`src/rtl/sort_loader_pkg.sv`:
```
// rtl/sort_loader_pkg.sv - shared sort types: frame FSM states and pad value helper
package sort_loader_pkg;

    // Frame loader states: collecting elements, or presenting a complete frame
    typedef enum logic {
        FILL = 1'b0,
        FULL = 1'b1
    } state_e;

    localparam int PAD_MAX_W = 64;

    // All-ones pad of the given width (callers truncate to their element width).
    // Pads sort to the top, so real elements always stay in the low slots.
    function automatic logic [PAD_MAX_W-1:0] pad_value(input int w);
        return {PAD_MAX_W{1'b1}} >> (PAD_MAX_W - w);
    endfunction

endpackage

```
`src/rtl/sort_loader.sv`:
```
// rtl/sort_loader.sv - serial-to-frame loader feeding the sort network
module sort_loader
    import sort_loader_pkg::*;
#(
    parameter int width = 8,
    parameter int index = 8
) (
    input  logic                       clk,
    input  logic                       rst,
    input  logic                       in_valid,
    input  logic [width-1:0]           in_data,
    output logic                       in_ready,
    input  logic                       flush,
    output logic [width-1:0]           frame_data [0:index-1],
    output logic                       frame_valid,
    input  logic                       frame_ready,
    output logic [$clog2(index+1)-1:0] frame_fill
);

    localparam int CW = $clog2(index);
    localparam int FW = $clog2(index+1);
    localparam logic [width-1:0] PAD  = width'(pad_value(width));
    localparam logic [CW-1:0]    LAST = CW'(index-1);

    state_e          state_q, state_d;
    logic [CW-1:0]   cnt_q, cnt_d;
    logic [FW-1:0]   fill_q, fill_d;
    logic            xfer;
    logic            do_flush;
    logic            to_full;

    assign in_ready    = (state_q == FILL);
    assign frame_valid = (state_q == FULL);
    assign frame_fill  = fill_q;

    assign xfer     = in_valid && in_ready;
    // A flush only closes a frame that will hold at least one real element
    assign do_flush = flush && in_ready && (xfer || (cnt_q != '0));
    assign to_full  = (xfer && (cnt_q == LAST)) || do_flush;

    // Next-state decode; entering FULL replaces the counter increment so cnt never wraps
    always_comb begin
        state_d = state_q;
        cnt_d   = cnt_q;
        fill_d  = fill_q;
        case (state_q)
            FILL: begin
                if (to_full) begin
                    state_d = FULL;
                    cnt_d   = '0;
                    fill_d  = xfer ? (FW'(cnt_q) + FW'(1)) : FW'(cnt_q);
                end else if (xfer) begin
                    cnt_d = cnt_q + 1'b1;
                end
            end
            FULL: begin
                if (frame_ready) begin
                    state_d = FILL;
                    cnt_d   = '0;
                    fill_d  = '0;
                end
            end
            default: state_d = FILL;
        endcase
    end

    // State, write counter and fill count registers
    always_ff @(posedge clk or negedge rst) begin
        if (!rst) begin
            state_q <= FILL;
            cnt_q   <= '0;
            fill_q  <= '0;
        end else begin
            state_q <= state_d;
            cnt_q   <= cnt_d;
            fill_q  <= fill_d;
        end
    end

    for (genvar i = 0; i < index; i++) begin : g_slot
        logic [width-1:0] slot_q;
        logic             wr_en;
        logic             pad_en;

        assign wr_en  = xfer && (cnt_q == CW'(i));
        // Pad every slot above the last real element written this cycle
        assign pad_en = do_flush && ((cnt_q < CW'(i)) || (!xfer && (cnt_q == CW'(i))));

        // Slot storage: real element takes priority over pad; otherwise hold
        always_ff @(posedge clk or negedge rst) begin
            if (!rst) begin
                slot_q <= '0;
            end else if (wr_en) begin
                slot_q <= in_data;
            end else if (pad_en) begin
                slot_q <= PAD;
            end
        end

        assign frame_data[i] = slot_q;
    end

endmodule

```
`config.mk`:
```
export PLATFORM = sky130hd
export DESIGN_NAME = sort_loader
export DESIGN_NICKNAME = d
export VERILOG_FILES = /design/src/rtl/sort_loader_pkg.sv /design/src/rtl/sort_loader.sv
export SDC_FILE = /design/constraint.sdc
export NUM_CORES = 1
export LEC_CHECK = 0
export ABC_AREA = 1
export BUFFER_PORTS_ARGS = -buffer_cell sky130_fd_sc_hd__buf_2
export CAP_MARGIN = 0
export CORE_MARGIN = 2
export CORE_UTILIZATION = 58
export CTS_CLUSTER_SIZE = 30
export DETAILED_ROUTE_END_ITERATION = 10
export PLACE_DENSITY = 0.86
export SYNTH_ARGS = -nofsm -noshare
export SYNTH_HDL_FRONTEND = slang
export SYNTH_SLANG_ARGS = --single-unit
```
`constraint.sdc`:
```
create_clock -name clk -period 3.3 [get_ports clk]
set_input_delay 0.33 -clock clk [delete_from_list [all_inputs] [get_ports clk]]
set_output_delay 0.33 -clock clk [all_outputs]
set_load 0.02 [all_outputs]
```
==> metrics.yaml <==
nets: 528
synth_fp_nets: 439
grt_busiest_layer: "met2"
die_x_microns: 81.2
grt_overflow: 0
setup_tns_ns: 0
ioPinCount: 83
crit_end: "g_slot[7].slot_q[7]$_DFFE_PN0P_"
netlist_instances: 420
synth_compound_gate_area_share_pct: 2.42
synth_xor_area_share_pct: 0
grt_pass1_wl_microns: 13200
cts_buffers: 9
setup_slack_ns: 1.28
endpoint_kind: "flop"
postCtsSetupBuffers: 0
n_antenna_cell: 0
die_height_microns: 81.2
first_pass_iters: 5
fin_skew_ns: 0.00726
synth_mux_area_share_pct: 0
status: "completed"
portBuffers: 82
synth_top_family_by_area: "simple AND/OR/NAND/NOR gates"
critPathMaxFanout: 10
cts_tree: "built"
cts_root_buffer: "clkbuf_8"
final_cell_area_sq_um: 4190
drc: 0
clock_path_buffers: 2
post_drt_wl_per_cell_microns: 14.2
viasPerCell: 5.29
yosys_warnings: 0
maxSlewViolCount: 0
place_congestion: 0.898
rows: 28
vias: 3115
p_per_area_nw_per_um2: 921
r2r_cells: 10
drt-initial-drc-count: 214
met3_usage_pct: 7.11
clock_latency_ns: 0.35
hold_viol_final: 0
area_delta_synth_final_pct: 21.2
synth_cell_type_count: 25
yosysSeqAreaShare_pct: 52.1
r2r-end: "g_slot[7].slot_q[7]$_DFFE_PN0P_"
avgSynthCellArea_sq_um: 8.24
netlist_area_sq_um: 3460
cts_hold_buffers: 0
fmax_ghz: 0.496
finalPower_mw: 3.86
p_leak_nw: 2.11
clock_sinks: 72
period_share_pct: 61.1
start_kind: "flop"
cts_max_level: 3
cp.arrival_ns: 2.25
track_usage_pct: 26.8
met2_usage_pct: 42.5
synthSimpleGateAreaFrac_pct: 39.6
crit_required_ns: 3.54
path_class: "flop to flop"
antenna_left: 0
ir_drop_mv: 0.598
clk_pin_slew_ns: 0.08
mostFrequentLayoutCells: "nand2_1 (180), buf_2 (82), dfrtp_1 (72)"
grt_setup_unrepaired: "no"
hold_class: "input port to async pin"
grt_pass1_vias: 2841
maxCapViolCount: 0
crit_path_start: "cnt_q[0]$_DFFE_PN0P_"
drive_above_1_share_pct: 25.5
cts_resized: 0
rr_startpoint: "cnt_q[0]$_DFFE_PN0P_"
place_ws_ns: 1.35
place_area_sq_um: 3940
worst_pin_slew_ns: 0.679
coreArea_sq_um: 5850
synthAdderAreaFrac_pct: 2.17
setup_viol: 0
antenna_found_initial: 0
start_util_pct: 59.2
r2r_slack_ns: 1.28
slew_headroom_pct: 54.7
grt_max_degree: 43
fin_crit_ns: 2.02
die-area_sq_um: 6600
wl_microns: 8350
hpwlAfterDp_microns: 5540
yosys_register_bits: 72
final_common_cell: "nand2_1"
gr-usage-met1_pct: 34.5
## metrics by stage
step                util [%]  cells  hold WS [ns]
finish                  71.7    589        0.0173
global route            71.7    589        0.0679
CTS                     71.7    589        0.0300
detailed placement      67.3    573         0.404
global placement        67.3    573         0.401
floorplan                  -    420        0.0344
## area by class of cell
cell class / instances / area [sq um]
tap: 75 / 93.8
inverter: 25 / 96.3
fill: 455 / 1660
clock inverter: 5 / 103
sequential: 72 / 1800
multi-input combinational: 318 / 1530
clock buffer: 11 / 151
timing repair buffer: 83 / 418
## flip-flops by register name, indices dropped and copies added, names as in the netlist
signal,flops
frame_fill,4
g_slot.slot_q,64
frame_valid,1
cnt_q,3
## critical path, stage by stage (launching register included)
cell and delay [ns]:
dfrtp_1 0.55, inv_1 0.22, ha_1 0.24, inv_1 0.05, nor2_1 0.05, nand2_2 0.16, nand2_2 0.19, nand2_4 0.19
nand2_4 0.10, nand2_1 0.09, nand2_1 0.05
## per-layer routing
| metal | wire, microns | part of all wire (%) |
|---|---|---|
| met2 | 4050 | 48 |
| met1 | 3480 | 42 |
| met3 | 605 | 7.2 |
| met5 | 0 | 0 |
| met4 | 217 | 2.6 |
## cell usage after synthesis
library cell,number,share of area (%)
a21oi_1,1,0.14
nand4_1,2,0.36
nand3_1,56,8.1
nor3_4,1,0.47
o21ai_0,11,1.6
nand4_4,1,0.61
or2_2,2,0.36
nand2_8,1,0.58
o22ai_1,1,0.18
nand2_4,9,2.9
ha_1,6,2.2
inv_1,21,2.3
a21oi_2,1,0.25
nor2_4,5,1.6
nand3_2,2,0.58
inv_4,1,0.18
dfrtp_1,72,52
buf_2,2,0.29
buf_4,3,0.65
nand2_2,4,0.72
o21ai_2,1,0.25
nand2_1,180,20
nor2_2,1,0.18
inv_2,3,0.33
nor2_1,33,3.6
## cell families (layout without fill, tap and decap cells)
group / after synthesis / count (layout)
flops: 72 / 72
compound gates: 15 / 15
buf+inv: 30 / 124
fa+ha+maj: 6 / 6
simple gates: 297 / 297
## how the worst min path moves through the flow
stage,slack (ns),cells after the start,start,end
after global routing,0.07,1,rst,g_slot[3].slot_q[2]$_DFFE_PN0P_
after floorplan,0.03,0,rst,cnt_q[0]$_DFFE_PN0P_
after global placement,0.40,1,rst,g_slot[7].slot_q[0]$_DFFE_PN0P_
after detailed placement,0.40,1,rst,g_slot[7].slot_q[4]$_DFFE_PN0P_
after CTS,0.03,1,rst,g_slot[7].slot_q[4]$_DFFE_PN0P_
final,0.02,1,rst,g_slot[7].slot_q[3]$_DFFE_PN0P_
## where the power goes
group          switching, mW  leakage, nW  internal, mW
Sequential             0.224        0.822          1.24
Combinational           1.04         1.17         0.481
Clock                  0.336        0.126         0.542
(Power assumes the default switching activity.)
